`config.mk`:
```
export PLATFORM = sky130hd
export DESIGN_NAME = sync_tx
export DESIGN_NICKNAME = d
export VERILOG_FILES = /design/src/rtl/sync_tx.sv
export SDC_FILE = /design/constraint.sdc
export NUM_CORES = 1
export LEC_CHECK = 0
export ABC_AREA = 1
export BUFFER_PORTS_ARGS = -buffer_cell sky130_fd_sc_hd__buf_2
export CORE_MARGIN = 3
export CORE_UTILIZATION = 55
export CTS_CLUSTER_SIZE = 24
export DETAILED_ROUTE_END_ITERATION = 12
export PLACE_DENSITY_LB_ADDON = 0.15
export SLEW_MARGIN = 20
export SYNTH_ARGS = -nofsm -noshare
export SYNTH_HDL_FRONTEND = slang
export SYNTH_SLANG_ARGS = --single-unit
```
`constraint.sdc`:
```
create_clock -name CLK -period 1.95 [get_ports CLK]
set_input_delay 0.195 -clock CLK [delete_from_list [all_inputs] [get_ports CLK]]
set_output_delay 0.195 -clock CLK [all_outputs]
set_load 0.03 [all_outputs]
```
`src/rtl/sync_tx.sv`:
```
// K/J line transmitter: preamble of K/J pairs, LSB-first payload bytes,
// two EOP symbols, then a one-cycle done pulse.
//
// Ports:
//   CLK, RST            clock, async active-high reset
//   start, inject_err   frame request (IDLE only), corrupt last preamble J
//   data_in/valid/last  payload byte stream, data_ready accepts a byte
//   tx_k, tx_j, tx_en   registered line symbols and frame enable
//   busy, done          frame in progress, end-of-frame pulse
module sync_tx #(
  parameter int SYNC_PAIRS = 4,
  parameter int MAX_BYTES  = 16
) (
  input  logic       CLK,
  input  logic       RST,
  input  logic       start,
  input  logic       inject_err,
  input  logic [7:0] data_in,
  input  logic       data_valid,
  input  logic       data_last,
  output logic       data_ready,
  output logic       tx_k,
  output logic       tx_j,
  output logic       tx_en,
  output logic       busy,
  output logic       done
);

  typedef enum logic [1:0] {
    S_IDLE,
    S_SYNC,
    S_DATA,
    S_EOP
  } state_t;

  localparam logic [4:0] SYNC_LAST = 5'(2 * SYNC_PAIRS - 1);
  localparam logic [7:0] MAX_B     = 8'(MAX_BYTES);

  state_t     r_state, w_state;
  logic [4:0] r_cnt,   w_cnt;
  logic [2:0] r_bit,   w_bit;
  logic [7:0] r_shift, w_shift;
  logic [7:0] r_bytes, w_bytes;
  logic       r_last,  w_last;
  logic       r_err,   w_err;
  logic       r_eop,   w_eop;
  logic       r_k, r_j, r_en, r_busy, r_done;
  logic       w_k, w_j, w_en, w_busy, w_done;
  logic       w_ready;
  logic       w_load;
  logic       w_to_eop;
  logic [4:0] w_cnt_inc;
  logic [2:0] w_bit_inc;

  assign w_cnt_inc = r_cnt + 5'd1;
  assign w_bit_inc = r_bit + 3'd1;

  // Ready opens a one-cycle window at the last preamble symbol and at
  // bit 7 of each non-final byte, so the next byte follows seamlessly.
  always_comb begin
    w_ready = 1'b0;
    unique case (r_state)
      S_SYNC:  w_ready = (r_cnt == SYNC_LAST);
      S_DATA:  w_ready = (r_bit == 3'd7) && !r_last
                         && (r_bytes < MAX_B);
      default: w_ready = 1'b0;
    endcase
  end

  assign data_ready = w_ready;

  always_comb begin
    w_state  = r_state;
    w_cnt    = r_cnt;
    w_bit    = r_bit;
    w_shift  = r_shift;
    w_bytes  = r_bytes;
    w_last   = r_last;
    w_err    = r_err;
    w_eop    = r_eop;
    w_k      = 1'b0;
    w_j      = 1'b0;
    w_en     = 1'b0;
    w_busy   = 1'b0;
    w_done   = 1'b0;
    w_load   = 1'b0;
    w_to_eop = 1'b0;
    unique case (r_state)
      S_IDLE: begin
        if (start) begin
          w_state = S_SYNC;
          w_cnt   = 5'd0;
          w_err   = inject_err;
          w_bytes = 8'd0;
          w_last  = 1'b0;
          w_k     = 1'b1;
          w_en    = 1'b1;
          w_busy  = 1'b1;
        end
      end
      S_SYNC: begin
        w_en   = 1'b1;
        w_busy = 1'b1;
        if (r_cnt != SYNC_LAST) begin
          w_cnt = w_cnt_inc;
          // even index is K; a latched error turns the final J into K
          w_k = !w_cnt_inc[0]
                || (r_err && (w_cnt_inc == SYNC_LAST));
          w_j = !w_k;
        end else if (data_valid) begin
          w_load = 1'b1;
        end else begin
          w_to_eop = 1'b1;
        end
      end
      S_DATA: begin
        w_en   = 1'b1;
        w_busy = 1'b1;
        if (r_bit != 3'd7) begin
          w_bit = w_bit_inc;
          w_k   = r_shift[w_bit_inc];
          w_j   = !r_shift[w_bit_inc];
        end else if (w_ready && data_valid) begin
          w_load = 1'b1;
        end else begin
          w_to_eop = 1'b1;
        end
      end
      S_EOP: begin
        if (!r_eop) begin
          w_eop  = 1'b1;
          w_k    = 1'b1;
          w_j    = 1'b1;
          w_en   = 1'b1;
          w_busy = 1'b1;
        end else begin
          w_eop   = 1'b0;
          w_state = S_IDLE;
          w_done  = 1'b1;
        end
      end
      default: w_state = S_IDLE;
    endcase

    if (w_load) begin
      w_state = S_DATA;
      w_shift = data_in;
      w_last  = data_last;
      w_bytes = r_bytes + 8'd1;
      w_bit   = 3'd0;
      w_k     = data_in[0];
      w_j     = !data_in[0];
    end
    if (w_to_eop) begin
      w_state = S_EOP;
      w_eop   = 1'b0;
      w_k     = 1'b1;
      w_j     = 1'b1;
    end
  end

  always_ff @(posedge CLK or posedge RST) begin
    if (RST) begin
      r_state <= S_IDLE;
      r_cnt   <= 5'd0;
      r_bit   <= 3'd0;
      r_shift <= 8'd0;
      r_bytes <= 8'd0;
      r_last  <= 1'b0;
      r_err   <= 1'b0;
      r_eop   <= 1'b0;
      r_k     <= 1'b0;
      r_j     <= 1'b0;
      r_en    <= 1'b0;
      r_busy  <= 1'b0;
      r_done  <= 1'b0;
    end else begin
      r_state <= w_state;
      r_cnt   <= w_cnt;
      r_bit   <= w_bit;
      r_shift <= w_shift;
      r_bytes <= w_bytes;
      r_last  <= w_last;
      r_err   <= w_err;
      r_eop   <= w_eop;
      r_k     <= w_k;
      r_j     <= w_j;
      r_en    <= w_en;
      r_busy  <= w_busy;
      r_done  <= w_done;
    end
  end

  assign tx_k  = r_k;
  assign tx_j  = r_j;
  assign tx_en = r_en;
  assign busy  = r_busy;
  assign done  = r_done;

endmodule

```
# Yosys cells after proc, flatten, opt, wreduce, memory -nomap -nowiden
# Index checks and enable logic that the tools add are counted.
# word_totals
in_bits,14
word_cells,100
out_inout_bits,6
ff_bits,33
# classes
muxes,47
reduce_logical,24
n_eq_ne,12
n_lt_le_gt_ge,2
addsub,3
# op_table
operator,n
two-way mux 1 bit,26
two-way mux 8 bit,3
nonzero test 2 bit,6
== test 5 x 3 -> 1 bit (second input constant),2
two-way mux 5 bit,2
case mux 5 bit (2 select lines),1
two-way mux 3 bit,3
adder 8 x 1 -> 8 bit (second input constant),1
< comparator 8 x 5 -> 1 bit (second input constant),1
two-way mux 2 bit,4
!= test 4 bit (second input constant),2
case mux 1 bit (2 select lines),3
case mux 1 bit (3 select lines),2
AND reduction 2 bit,3
AND reduction 3 bit,2
adder 5 x 1 -> 5 bit (second input constant),1
logical NOT 1 bit,5
!= test 5 x 3 -> 1 bit (second input constant),1
== test 2 bit (second input constant),2
logical AND 1 bit,4
< comparator 3 x 4 -> 1 bit (second input constant),1
!= test 2 bit (second input constant),2
case mux 1 bit (4 select lines),1
case mux 2 bit (2 select lines),1
other kinds (9),9

# Logic depth before layout (Yosys ltp)
# depth
word_depth,10
depth_mapped,13
depth_no_buf,13

# Worst setup path before layout
# No wires, ideal clock.
# synth_timing
path_kind,register to register
startpoint,register r_bit[0]
endpoint,register r_state[0]
required_time_ns,1.833
setup_time_ns,0.117
slack_ns,0.280
arrival_time_ns,1.553
stages_incl_launch_ff,13
n_path_buf,0
path_cell_list,dfrtp_1 -> ha_1 -> ha_1 -> nand2_1 -> nor2_1 -> nand2_1 -> nand2_2 -> nand2_4 -> nand2_1 -> nor2_1 -> nor2_4 -> nand2_1 -> nand2_1
# synth_via
elab_chain_cells,10
word_cells_on_any_way,18
# synth_rtl
element,line,source
"start, declared",41,"logic [2:0] r_bit, w_bit;"
"start signal, assigned",180,r_bit <= w_bit;
== test 3 bit,64,S_DATA: w_ready = (r_bit == 3'd7) && !r_last
logical AND 1 bit,64,
logical AND 1 bit,65,&& (r_bytes < MAX_B);
case mux 1 bit (2 select lines),62,unique case (r_state)
logical AND 1 bit,123,end else if (w_ready && data_valid) begin
two-way mux 1 bit,123,
two-way mux 1 bit,119,if (r_bit != 3'd7) begin
case mux 1 bit (2 select lines),88,unique case (r_state)
!= test 4 bit (no line) (tied with other cells),-,
AND reduction 3 bit (no line) or two-way mux 2 bit (tied branches),-,
"end signal, assigned",178,r_state <= w_state;
"end, declared",39,"state_t r_state, w_state;"
# Several ways; a longest one is shown, not always the timed one.
# A chain may end at the register's enable or synchronous reset.

# Final worst setup path
# layout_timing
startpoint,register r_bit[1]
endpoint,output port data_ready
# layout_via
elab_chain_cells,4
# layout_rtl
element,line,source
== test 3 bit,64,
logical AND 1 bit,64,
logical AND 1 bit,65,
case mux 1 bit (2 select lines),62,
"end, declared",21,"output logic data_ready,"
# Every way passes these cells.

==> out/metrics.json <==
{
  "run_status": {
    "status": "finished, final reports clean"
  },
  "detailed_routing": {
    "drt-vias-per-instance": 4.92,
    "dr_wl_met3_um": 154,
    "detail-route-antenna-nets": 0,
    "detail_route.wirelength_mm": 3.79,
    "route.detailed.wl_per_inst_um": 11.9,
    "drt_iter0_drc": 94,
    "drt_drc_violations_left": 0,
    "routed.top_layer": "met4",
    "dr_wl_met2_mm": 1.75,
    "vias": 1563,
    "detailedRoute.firstPassIterationCount": 4,
    "met1_routed_length_mm": 1.83
  },
  "timing": {
    "setup_viol_count_final": 0,
    "finalWorstPathRequiredPeriod_ns": 1.85,
    "timing.final.crit_share_pct": 94.9,
    "final.setup_skew_ns": 0.00778,
    "finalHoldWorstSlack_ns": 0.0508,
    "finalHoldViolCount": 0,
    "postLayoutSetupSlackWorst_ns": 0.0992,
    "worst_slew_pin_slew_ns": 0.415,
    "achievable-frequency_mhz": 540,
    "slew_viol_final": 0,
    "maxSlewHeadroom_pct": 72.3
  },
  "global_route": {
    "first_global_vias": 1519,
    "groute.usage.overall_pct": 20.3,
    "wire_length_of_the_first_global_routing_pass_mm": 6.66,
    "grt_max_degree": 34,
    "antenna_violations_before_repair": 0,
    "grt_overflow_total": 0
  },
  "floorplan": {
    "die_footprint_um2": 4210,
    "core-area_um2": 3180,
    "floorplan.io_pins": 20,
    "start_util_pct": 60.1,
    "floorplan.die.height_um": 64.9,
    "fp.dieW_um": 64.9,
    "floorplan.rows": 20
  },
  "cells_and_area": {
    "ff_latch_area_um2": 826,
    "filler_cell_count": 274,
    "layout-area-overhead-vs-synth_pct": 13.9,
    "final_cell_mix": "69 x nand2_1, 33 x dfrtp_1, 29 x inv_1",
    "num_antenna_cells": 0,
    "num-nets-final": 296,
    "footprint_of_the_multi_input_gates_um2": 926,
    "final_common_cell": "nand2_1",
    "layout-drive-gt1-share_pct": 24.1,
    "final_cell_count_no_fill": 318
  },
  "power_and_ir_drop": {
    "vdd_drop_max_uv": 773,
    "totalPowerFinal_mw": 2.95,
    "p_per_area_nw_per_um2": 1360,
    "leakagePower_nw": 1.16
  },
  "yosys": {
    "post_synth_inst_count": 245,
    "post_synth_main_area_contributors": "dfrtp_1 43%, nand2_1 14%, inv_1 6.1%",
    "postSynthRegisterBits": 33,
    "synth-edff-count": 0,
    "async_flop_share_pct": 100,
    "synth.largest_area_cell": "dfrtp_1",
    "synthDominantCellAreaShare_pct": 43.3,
    "synth.cell_area_um2": 1910,
    "primary_ff_master_synth": "dfrtp_1",
    "postSynthAreaPerCell_um2": 7.79,
    "number_of_synthesis_warnings": 0,
    "syn-num-nets": 268,
    "number_of_different_library_cells_in_the_post_synthesis_netlist": 34,
    "sequential_element_share_of_the_synthesized_area_pct": 43.3
  },
  "clock_network": {
    "cts.htree.levels": 2,
    "numCtsBuffers": 5,
    "worstSkewPairLatency_ns": 0.34,
    "tritoncts": "done",
    "ctsRootBufferMaster": "clkbuf_4",
    "number_of_buffers_between_clock_root_and_the_deepest_sink": 2,
    "clock_sinks": 33,
    "cts.reportedPaths.clkPinSlew_ns": 0.11
  },
  "setup_path": {
    "critical_path_peak_fanout": 2,
    "required_ns": 1.75,
    "startpoint_type": "flip-flop",
    "setup.reg_to_reg.worst_slack_ns": 0.23,
    "cp-end-kind": "output port",
    "worst_ep_arrival_time_ns": 1.66,
    "criticalPathCategory": "flip-flop to output port"
  },
  "run": {
    "maxCapViolations": 0
  },
  "placement": {
    "placedCellCount": 307,
    "pre_cts_slack_ns": 0.191,
    "place.port_buffers": 19,
    "dpl.hpwl_mm": 2.63,
    "gp_congestion": 0.814
  },
  "hold_path": {
    "hold_path_class": "input port to flip-flop"
  }
}
## routing by layer
layer	up-vias	GRT usage (%)
li1	829	-
met1	694	26.9
met2	31	32.2
met3	9	5.37
met4	0	6.33
met5	-	0
## synth_stat cells (2+ instances only)
library cell and instances:
nand2_1 71, dfrtp_1 33, inv_1 31, nor2_1 24, nand3_1 15, o21ai_0 12, ha_1 9, a21oi_1 7
nand2_2 6, inv_2 5, o21ai_1 3, buf_4 2, buf_6 2, nand4_1 2, nor2_2 2, o22ai_1 2
xnor2_1 2
## stage by stage
step,util (%),cell area [µm²],TNS (ns)
final,68.4,2170,0
after global routing,68.4,2170,-0.0216
after CTS,66.9,2130,0
after detailed placement,64.4,2050,0
after global placement,64.4,2050,0
after floorplan,-,1910,0
## power by group
| group | internal, mW | switching, mW | leakage, nW |
|---|---|---|---|
| combinational | 0.556 | 0.894 | 0.713 |
| sequential | 0.906 | 0.150 | 0.407 |
| clock | 0.209 | 0.239 | 0.0413 |
| total | 1.67 | 1.28 | 1.16 |
## flip-flops by register name, summed over array words and instances (netlist names)
| signal | flops |
|---|---|
| r_shift | 8 |
| r_bit | 3 |
| tx_j | 1 |
| r_err | 1 |
| r_bytes | 8 |
| tx_k | 1 |
| busy | 1 |
| r_state | 2 |
| r_last | 1 |
| r_cnt | 5 |
| r_eop | 1 |
| done | 1 |
## worst max-delay path, stage by stage, from the launching register on
cell and delay [ns]:
dfrtp_1 0.38, ha_2 0.17, ha_2 0.17, nand2_2 0.06
nor2_2 0.07, nand2_1 0.07, nand2_2 0.14, nand2_2 0.08
inv_2 0.05, buf_6 0.12
## kinds of logic (layout without fill, tap and decap cells)
logic type	Yosys count	count (layout)	share of synthesized area, %
compound gates	30	30	9.31
xor+xnor	3	3	1.38
fa+ha+maj	9	9	5.90
buf+inv	42	71	9.63
flops	33	33	43.3
mux	1	1	0.590
simple gates	127	127	29.9
## final timing paths
check                                 from  cells past startpoint    endpoint
worst max register to register    r_bit[1]                     11  r_state[1]
min in group asynchronous              RST                      4  r_bytes[0]
max in group asynchronous              RST                      4  r_bytes[7]
worst max-delay path              r_bit[1]                      9  data_ready
worst min-delay path            data_in[5]                      3  r_shift[5]
worst min register to register  r_shift[5]                      2  r_shift[5]
## layout make-up
type | instances | share of cell area (%)
Multi-Input combinational cell | 170 | 42.6
Sequential cell | 33 | 38.0
Timing Repair Buffer | 26 | 7.19
Inverter | 37 | 6.50
Clock buffer | 7 | 2.99
Tap cell | 44 | 2.53
Clock inverter | 1 | 0.230
## what timing repair did
action	CTS	global route
gates resized for setup	0	13
hold endpoints to repair	33	0
setup endpoints to repair	0	5
setup buffers	0	2
hold buffers	1	0
Power figures use the tool's default switching activity.
